### config.mk
export PLATFORM = sky130hd
export DESIGN_NAME = msh_in_buf
export DESIGN_NICKNAME = d
export VERILOG_FILES = /design/src/rtl/msh_pkg.sv /design/src/rtl/msh_in_buf.sv
export SDC_FILE = /design/constraint.sdc
export NUM_CORES = 1
export LEC_CHECK = 0
export ABC_AREA = 1
export CAP_MARGIN = 20
export CORE_UTILIZATION = 30
export DETAILED_ROUTE_END_ITERATION = 16
export HOLD_SLACK_MARGIN = 0.06
export SLEW_MARGIN = 10
export SYNTH_ARGS = -nofsm -noshare
export SYNTH_HDL_FRONTEND = slang
export SYNTH_SLANG_ARGS = --single-unit
### constraint.sdc
create_clock -name mclk -period 8.11 [get_ports mclk]
set_input_delay 1.622 -clock mclk [delete_from_list [all_inputs] [get_ports mclk]]
set_output_delay 1.622 -clock mclk [all_outputs]
set_load 0.1 [all_outputs]
### src/rtl/msh_pkg.sv
// rtl/msh_pkg.sv - shared mesh package: input-buffer depth and error record
//
// Purpose:
//   Constants and types shared by the msh_* blocks.
//   MSH_IN_BUF_DEPTH  entries per ingress buffer. It also sets the upstream
//                     initial credit count.
//   msh_in_buf_err_t  sticky error pair reported by each msh_in_buf. msh_ctrl
//                     aggregates these into its CSRs.

package msh_pkg;

    localparam int MSH_IN_BUF_DEPTH = 4;

    typedef struct packed {
        logic ovfl;
        logic udfl;
    } msh_in_buf_err_t;

    // Returns 1 when either sticky flag of a buffer is set, for CSR summary bits.
    function automatic logic msh_in_buf_err_any(input msh_in_buf_err_t e);
        return e.ovfl | e.udfl;
    endfunction

endpackage

### src/rtl/msh_in_buf.sv
// rtl/msh_in_buf.sv - credit-managed flop FIFO at one msh_node ingress port
//
// Purpose:
//   Captures messages from the neighbouring node and holds them in a small
//   flop FIFO. The FIFO is presented to the node arbiter. The block returns
//   one credit upstream for each popped entry and flags protocol violations.
//
// Ports:
//   mclk        in   1   mesh clock
//   i_reset     in   1   synchronous reset, active high
//   i_vld       in   1   incoming message valid (upstream spent a credit)
//   i_msg       in   W   incoming message
//   i_pop       in   1   arbiter consumes the head entry this cycle
//   o_vld       out  1   head entry valid
//   o_msg       out  W   head entry; held when o_vld=0
//   o_crdt_rtn  out  1   one-cycle credit-return pulse, one per accepted pop
//   o_occ       out  AW  entries currently held
//   o_ovfl_err  out  1   sticky: push while full with no pop
//   o_udfl_err  out  1   sticky: pop while empty

module msh_in_buf
    import msh_pkg::*;
#(
    parameter int W     = 72,
    parameter int DEPTH = MSH_IN_BUF_DEPTH,
    localparam int AW   = $clog2(DEPTH + 1)
) (
    input  logic          mclk,
    input  logic          i_reset,
    input  logic          i_vld,
    input  logic [W-1:0]  i_msg,
    input  logic          i_pop,
    output logic          o_vld,
    output logic [W-1:0]  o_msg,
    output logic          o_crdt_rtn,
    output logic [AW-1:0] o_occ,
    output logic          o_ovfl_err,
    output logic          o_udfl_err
);

    localparam int PW = (DEPTH > 1) ? $clog2(DEPTH) : 1;

    logic [W-1:0]    mem [DEPTH];
    logic [PW-1:0]   wr_ptr;
    logic [PW-1:0]   rd_ptr;
    logic [AW-1:0]   occ_nxt;
    logic [W-1:0]    head_nxt;
    logic            full;
    logic            empty;
    logic            pop_ok;
    logic            push_ok;
    msh_in_buf_err_t err_q;

    // Pointers wrap at DEPTH, so DEPTH does not have to be a power of two.
    function automatic logic [PW-1:0] ptr_inc(input logic [PW-1:0] p);
        return (p == PW'(DEPTH - 1)) ? '0 : p + PW'(1);
    endfunction

    assign full  = (o_occ == AW'(DEPTH));
    assign empty = (o_occ == '0);

    // A pop is only honoured when there is something to pop. When the buffer
    // is full, a simultaneous pop frees the head slot on the same edge, so the
    // push is still taken. When full, wr_ptr == rd_ptr, so the write lands in
    // the slot being vacated.
    assign pop_ok  = i_pop & ~empty;
    assign push_ok = i_vld & (~full | pop_ok);

    always_comb begin
        occ_nxt = o_occ;
        if (push_ok && !pop_ok) begin
            occ_nxt = o_occ + AW'(1);
        end else if (pop_ok && !push_ok) begin
            occ_nxt = o_occ - AW'(1);
        end
    end

    // o_msg is registered, so the next head is chosen here from the state
    // the edge will produce:
    //  - When the last entry is popped together with a push, the new head is
    //    the incoming message. mem[] does not hold it yet.
    //  - When the buffer is empty, a push becomes the head directly.
    //  - Otherwise a pop exposes the next stored slot.
    always_comb begin
        head_nxt = o_msg;
        if (pop_ok) begin
            if (o_occ == AW'(1)) begin
                if (push_ok) begin
                    head_nxt = i_msg;
                end
            end else begin
                head_nxt = mem[ptr_inc(rd_ptr)];
            end
        end else if (empty && push_ok) begin
            head_nxt = i_msg;
        end
    end

    // Storage is deliberately not reset; the pointers and occupancy define
    // which slots are live.
    always_ff @(posedge mclk) begin
        if (push_ok) begin
            mem[wr_ptr] <= i_msg;
        end
    end

    always_ff @(posedge mclk) begin
        if (i_reset) begin
            wr_ptr     <= '0;
            rd_ptr     <= '0;
            o_occ      <= '0;
            o_vld      <= 1'b0;
            o_msg      <= '0;
            o_crdt_rtn <= 1'b0;
            err_q      <= '0;
        end else begin
            if (push_ok) begin
                wr_ptr <= ptr_inc(wr_ptr);
            end
            if (pop_ok) begin
                rd_ptr <= ptr_inc(rd_ptr);
            end
            o_occ      <= occ_nxt;
            o_vld      <= (occ_nxt != '0);
            o_msg      <= head_nxt;
            o_crdt_rtn <= pop_ok;
            if (i_vld && !push_ok) begin
                err_q.ovfl <= 1'b1;
            end
            if (i_pop && empty) begin
                err_q.udfl <= 1'b1;
            end
        end
    end

    assign o_ovfl_err = err_q.ovfl;
    assign o_udfl_err = err_q.udfl;

endmodule
==> results.sh <==
export IMPL_status="finished clean"
export IMPL_synth_compound_area_share_pct=4.995
export IMPL_cts_resized_gates=0
export IMPL_min_path_type="register to register"
export IMPL_final_util_pct=37.31
export IMPL_dieArea_mm2=0.05252
export IMPL_cts_tree="built"
export IMPL_yosys_warnings=0
export IMPL_worstPathRequired_ps=8300
export IMPL_fill_cells=4907
export IMPL_yosys_area_share_simple_pct=21.90
export IMPL_worstMarginPinSlew_ps=1110
export IMPL_power_uw=6107
export IMPL_worst_slack_ps=4005
export IMPL_syn_area_mm2=0.01548
export IMPL_area_growth_pct=21.90
export IMPL_pwr_density_cell_mw_per_mm2=323.6
export IMPL_ys_ff_latch=371
export IMPL_setup_viol=0
export IMPL_die_h_um=229.2
export IMPL_ant_nets=0
export IMPL_cts_setup_buffers=0
export IMPL_num_rows=82
export IMPL_max_freq_mhz=243.6
export IMPL_dr_first_iter_drc_count=683
export IMPL_finalCriticalPeriod_ps=4105
export IMPL_core_mm2=0.05058
export IMPL_first_global_vias=10400
export IMPL_wire_per_inst_um=16.02
export IMPL_start_kind="input pin"
export IMPL_clk_path_buf_depth=3
export IMPL_drc=0
export IMPL_clk_pin_slew_ps=60
export IMPL_cts_hold_buf=0
export IMPL_fin_setup_tns_ps=0
export IMPL_synth_area_per_cell_um2=9.956
export IMPL_post_route_period_util_pct=50.61
export IMPL_synth_fa_ha_area_share_pct=0.7274
export IMPL_worstSetupEndpointType="register"
export IMPL_ioPinCount=155
export IMPL_path_class="input pin to register"
export IMPL_numCtsBuffers=41
export IMPL_synth_cell_types=23
export IMPL_nNetsFinal=1758
export IMPL_cts_sink_count=371
export IMPL_syn_nets=1640
export IMPL_power_leakage_uw=0.007220
export IMPL_clock_latency_ps=560
export IMPL_drv_cap=0
export IMPL_vdd_drop_max_mv=0.1972
export IMPL_grt_remaining_overflow=0
export IMPL_dr_pass1_iters=5
export IMPL_synth_top_family_by_area="simple AND/OR/NAND/NOR gates"
export IMPL_grt_usage_pct=14.48
export IMPL_start_util_pct=30.61
export IMPL_clockRootBuffer="clkbuf_16"
export IMPL_wl_um=38120
export IMPL_synth_area_mux_share_pct=0
export IMPL_slew_viol_final=0
export IMPL_ys_seq_area_share_pct=66.60
export IMPL_cts_htree_levels=2
export IMPL_synth_top_area_share_pct=55.86
export IMPL_pre_cts_ws_ps=3292
export IMPL_whs_path_depth=1
export IMPL_yosys_top_cells_area="edfxtp_1, nand2_1, dfxtp_1"
export IMPL_viasPerCell=4.551
export IMPL_die_w_um=229.2
export IMPL_cp_max_fo=41
export IMPL_vias=10830
export IMPL_rsz0062_at_grt="no"
export IMPL_gp_congestion=0.7262
export IMPL_synth_xor_area_share_pct=0.1131
export IMPL_worst_ep_arrival_time_ps=4290
export IMPL_finClkSkew_ps=18.64
export IMPL_final_common_cell="nand2_1"
export IMPL_antenna_found_initial=4
export IMPL_reg2reg_depth=7
export IMPL_hold_violations=0
export IMPL_timing_slew_headroom_pct=25.74
export IMPL_grt_pass1_wl_um=59460
export IMPL_post_route_cells_drive_above_1_share_pct=5.451
export IMPL_final_cell_mix="nand2_1, edfxtp_1, clkdlybuf4s50_1, nand3_1, nor2_1"
export IMPL_port_buffers=154
export IMPL_grt_max_degree=81
export IMPL_synthCells=1555
export IMPL_dp_hpwl_um=20990
export IMPL_synth_top_area_cell="edfxtp_1"
==> sequential cells by signal, summed over array words and instances (netlist names) <==
signal	cells
wr_ptr	2
o_udfl_err	1
o_ovfl_err	1
o_msg	72
o_vld	1
o_occ	3
o_crdt_rtn	1
mem	288
rd_ptr	2
==> routing by layer <==
metal	wire [um]	share of wire [%]	global-route usage (%)	vias up
met4	1042	2.7	5.417	6
li1	-	-	-	5386
met5	43	0.11	0	-
met2	18690	49	24.66	194
met3	1528	4.0	2.515	70
met1	16810	44	18.30	5172
==> final timing paths <==
path / start / end / slack [ps]
hold / removal: o_udfl_err / o_udfl_err / 470
setup reg to reg: rd_ptr[0] / o_msg[65] / 4890
setup / recovery: i_pop / mem[0][61] / 4010
hold reg to reg: o_udfl_err / o_udfl_err / 470
==> layout make-up <==
cell class | instances | area [um2] | share of cell area [%]
Sequential cell | 371 | 10310 | 54.65
Multi-Input combinational cell | 998 | 4342 | 23.01
Timing Repair Buffer | 166 | 1684 | 8.924
Clock buffer | 55 | 1099 | 5.821
Tap cell | 672 | 840.8 | 4.455
Inverter | 95 | 360.3 | 1.909
Clock inverter | 21 | 230.2 | 1.220
Antenna cell | 1 | 2.502 | 0.01326
==> power by group <==
part | leakage (uW) | total (uW) | internal (uW) | switching (uW)
clock network | 0.000655 | 1850 | 1090 | 759
registers | 0.00333 | 2330 | 2240 | 94.5
logic | 0.00323 | 1930 | 486 | 1440
total | 0.00722 | 6110 | 3810 | 2290
==> worst max-delay path: stages <==
cell,delay (ps)
clkdlybuf4s50_1,580
inv_1,90
nand3_1,120
nand2_1,300
nor2_4,880
buf_4,670
==> logic make-up (layout without fill, tap and decap cells) <==
group	Yosys count	count (layout)
AND/OR/NAND/NOR	834	834
flip-flops	371	371
buffers and inverters	186	337
AO/OA/AOI/OAI	153	153
adder cells (fa/ha/maj)	9	9
XOR/XNOR	2	2
other	0	1
==> metrics by stage <==
stage                     cell area (um2)  instances  hold slack, ps
after detailed placement            17520       2301           457.3
after global placement              17470       2299           453.2
after CTS                           18850       2377           471.0
after floorplan                     15480       1555           490.6
after global routing                18870       2379           477.1
final                               18870       2379           466.8
==> synthesized netlist by cell type <==
cell	number
nand3_1	152
nand3_2	1
o21ai_0	3
nand2_2	2
nor2_1	155
inv_2	6
nor2_8	1
o21a_1	2
inv_1	89
dfxtp_1	83
buf_2	32
a211oi_1	1
edfxtp_1	288
xor2_1	2
nand2_4	5
buf_1	1
clkbuf_1	35
ha_1	9
buf_4	9
nand2_1	516
nand4_1	2
buf_6	14
a21oi_1	147
No activity file was read; power rests on OpenSTA's default activity.
==> variant 1 (config.mk and constraints unchanged) <==
Reset style: asynchronous (`i_reset`), changed in one clocked block. Comments in the files are not updated.
--- a/src/rtl/msh_in_buf.sv
+++ b/src/rtl/msh_in_buf.sv
@@ -104,7 +104,7 @@
         end
     end
 
-    always_ff @(posedge mclk) begin
+    always_ff @(posedge mclk or posedge i_reset) begin
         if (i_reset) begin
             wr_ptr     <= '0;
             rd_ptr     <= '0;
Behaviour: differs if i_reset is asserted again (counterexample within 4 cycles, from zero or initial values and one cycle with i_reset high); with i_reset held inactive, the same outputs for 4 cycles.
==> variant 1 against the unedited design <==
Maximum frequency fell by 2.4%; via count is 9.1% lower; setup slack lost 0.099 ns; sequential cell count did not move; area after synthesis fell by 1.2%; synthesized cell count fell by 15%; core utilization increased by 0.057 points; critical path depth rose by 4; non-clock buffer count is 2 higher; clock skew shrank 0.011 ns; routed wire length down 5.2%; final area fell by 0.46%.
Power is left out: the tool's default activity adds up to more than one toggle a clock period on the data nets, which glitch-free logic cannot reach.
==> variant 1: results <==
{
  "first_global_vias": 9745,
  "hold_path.class": "register to register",
  "cts_buffer_depth": 3,
  "synthesis.nets": 1408,
  "place_area_um2": 17500,
  "status": "complete, no violations",
  "final_nets": 1541,
  "ys_types": 27,
  "grt_pass1_wl_um": 57200,
  "grt_util_all_layers_pct": 14.0,
  "vias": 9842,
  "clk_latency_ns": 0.53,
  "dp_hpwl_um": 21300,
  "synth-seq-area-share_pct": 70.1,
  "path_max_fanout": 74,
  "routedWlPerCell_um": 16.7,
  "finClkSkew_ns": 0.00759,
  "synth-main-ff-cell": "edfxtp_1",
  "avgSynthCellArea_um2": 11.6,
  "cts_setup_buffers": 0,
  "async_flop_share_pct": 22.4,
  "cts.repair.resized": 0,
  "arrival_ns": 4.62,
  "cts-root-buf": "clkbuf_16",
  "max_stage_delay_ns": 0.79,
  "grt_max_degree": 115,
  "relSlewSlack_pct": 30.8,
  "dp.cells": 2084,
  "drt_iter0_drc": 652,
  "place.gp.congestion": 0.718,
  "top_regs": "mem: 288 flops, o_msg: 72 flops, o_occ: 3 flops",
  "pre_cts_ws_ns": 3.20,
  "cts_buffers": 40,
  "layout-drive-gt1-share_pct": 10.1,
  "cpMaxStageDelayCell": "clkinv_2",
  "clk_pin_slew_ns": 0.06,
  "final_area_um2": 18800,
  "synth_common_cells": "edfxtp_1 (288), nand2_1 (248), nand3_1 (152)",
  "ys_warn_count": 0,
  "fillCellCount": 4858,
  "antenna_found_initial": 2,
  "dr.pass1.iters": 5,
  "fin_cells": 2159,
  "yosys-top-cells-area": "edfxtp_1 (57%), dfrtp_1 (14%), nand2_1 (6.1%)"
}
-- variant 1: cell types whose count changed after synthesis, sizes merged, moves of 5 or more --
cell | before | now
or2 | 0 | 70
buf | 56 | 61
dfxtp | 83 | 0
dfrtp | 0 | 83
a21oi | 147 | 6
clkbuf | 35 | 16
nand2 | 523 | 251
o211ai | 0 | 69
o21ai | 3 | 73
nor2 | 156 | 147
-- variant 1: critical path, delay by kind of cell --
kind | cells | cell delay (ns)
compound gates | 1 | 0.06
buf+inv | 4 | 1.86
simple gates | 5 | 1.03
-- variant 1: final cells by class --
cell class              count  share of cell area, %
diodes                      1                 0.0133
clock buffers              53                   5.97
clock inverters            19                  0.773
inverters                  93                   1.90
multi-input cells         782                   20.5
flip-flops and latches    371                   57.1
well taps                 672                   4.48
repair buffers            168                   9.28
-- variant 1: layer usage --
metal  GRT usage [%]  vias up  wire (um)  share of wire (%)
li1                -     4796          -                  -
met1            19.1     4781      16800                 47
met2            22.7      220      16900                 47
met3            2.76       45       1750                4.8
met4            3.53        0        647                1.8
met5               0        -          0                  0
-- variant 1: cell families after synthesis --
family          share of synthesized area [%]
simple gates                             17.9
flops                                    70.1
compound gates                           6.14
buf+inv                                  5.06
xor+xnor                               0.0573
fa+ha+maj                               0.736
-- variant 1: path summary, 6_finish.rpt --
kind                            startpoint        end  slack [ns]  cells after the start
worst min register to register   o_msg[48]  o_msg[48]        0.48                      2
worst max-delay path                 i_pop  o_msg[65]        3.91                     10
worst min-delay path             o_msg[48]  o_msg[48]        0.48                      2
min in group asynchronous          i_reset  o_msg[55]        1.45                      2
worst max register to register   rd_ptr[0]  o_msg[29]        4.63                      7
max in group asynchronous          i_reset  rd_ptr[0]        5.27                      3
==> variant 2 (same flow settings) <==
Made on the original files. Set the package constant `MSH_IN_BUF_DEPTH` to 8 (it was 4).
--- a/src/rtl/msh_pkg.sv
+++ b/src/rtl/msh_pkg.sv
@@ -9,7 +9,7 @@
 
 package msh_pkg;
 
-    localparam int MSH_IN_BUF_DEPTH = 4;
+    localparam int MSH_IN_BUF_DEPTH = 8;
 
     typedef struct packed {
         logic ovfl;
Interface: changed (resized o_occ); port bits go from 155 to 156. No check against the original RTL was run, so the function may have changed too.
==> variant 2 against the unedited design <==
Critical path depth grew 4; register-to-register slack lost 0.51 ns; area after synthesis grew 77%; core utilization shrank 1.3 points; maximum frequency shrank 9.3%; non-clock buffer count grew 19; sequential cell count grew 291; final area grew 73%; power grew 61%; setup slack lost 0.42 ns; largest cell class unchanged; routed wire length grew 66%.
==> variant 2: results <==
{
  "status": "complete, no violations",
  "top_regs": "mem: 576 flops, o_msg: 72 flops, o_occ: 4 flops",
  "dp.cells": 3721,
  "grt_util_all_layers_pct": 13.6,
  "gr-usage-met3_pct": 2.73,
  "viasPerCell": 4.52,
  "pre_cts_ws_ns": 2.98,
  "synth_compound_area_share_pct": 10.8,
  "ir_drop_mv": 0.181,
  "dr_wl_met2_um": 29400,
  "finClkSkew_ns": 0.0130,
  "min_from": "o_ovfl_err",
  "place.gp.congestion": 0.743,
  "grt_pass1_wl_um": 98700,
  "synth-xor-area-share_pct": 0.0319,
  "highest_layer": "met5",
  "clk_latency_ns": 0.59,
  "p_comb_uw": 2540,
  "cts_buffers": 72,
  "synth_common_cells": "edfxtp_1 (576), inv_1 (453), nand2_1 (388)",
  "cpMaxStageDelayCell": "buf_4",
  "arrival_ns": 4.73,
  "rr_startpoint": "o_occ[0]",
  "io_buffers": 155,
  "ff2ff_setup_slack_ns": 4.38,
  "p_total_uw": 9810,
  "use_met2_pct": 21.9,
  "ys_types": 24,
  "netlist_instances": 2512,
  "drt-met1-wl_um": 29500,
  "vias": 17400,
  "whs_endpoint": "o_ovfl_err",
  "wl_met3_um": 2950,
  "synthesis.nets": 2595,
  "cts_max_level": 3,
  "drt_wl_total_um": 63200,
  "path_max_fanout": 55,
  "grtUsageMet1_pct": 18.4,
  "final_nets": 2704,
  "switching_power_uw": 3250,
  "antenna_found_initial": 3,
  "place_area_um2": 30100,
  "reg2reg_depth": 10,
  "seqPwrFrac_pct": 40.8,
  "reg2reg_to": "mem[5][17]",
  "drt_iter0_drc": 1179,
  "dp_hpwl_um": 34300,
  "synth_fa_ha_area_share_pct": 0.319,
  "holdWs_ns": 0.474,
  "grt_max_degree": 268,
  "relSlewSlack_pct": 14.6,
  "yosys-top-cells-area": "edfxtp_1 (63%), dfxtp_1 (6.3%), inv_1 (6.2%)",
  "synth_edf_count": 576,
  "synth-seq-area-share_pct": 69.2,
  "dr.pass1.iters": 6,
  "max_freq_mhz": 221,
  "p_leak_uw": 0.0126,
  "layout-drive-gt1-share_pct": 5.64
}
==> variant 2: cell types whose count changed in the layout (fill, tap and decap cells not counted), moves of 65 or more <==
cell / delta
o21ai_0: +147
nand3_1: +76
inv_1: +363
nand2_1: -128
edfxtp_1: +288
nor2_1: -65
a21oi_1: +72
o211ai_1: +144
==> variant 2: final cells by class <==
cell class                      instances  area (um2)
Fill cell                            8701       57800
Sequential cell                       662       19000
Multi-Input combinational cell       1244        6170
Clock buffer                          107        2100
Timing Repair Buffer                  185        1820
Inverter                              456        1710
Tap cell                             1176        1470
Clock inverter                         24         280
Antenna cell                            1        2.50
==> variant 2: worst max path at each step <==
| stage | from | endpoint | cells past startpoint |
|---|---|---|---|
| 2_1_floorplan | i_pop | mem[1][0] | 8 |
| 4_1_cts | i_pop | mem[5][17] | 10 |
| 5_1_grt | i_pop | mem[5][17] | 10 |
| 3_3_place_gp | i_pop | mem[5][16] | 10 |
| 6_report | i_pop | mem[5][17] | 10 |
| 3_5_place_dp | i_pop | mem[5][17] | 10 |
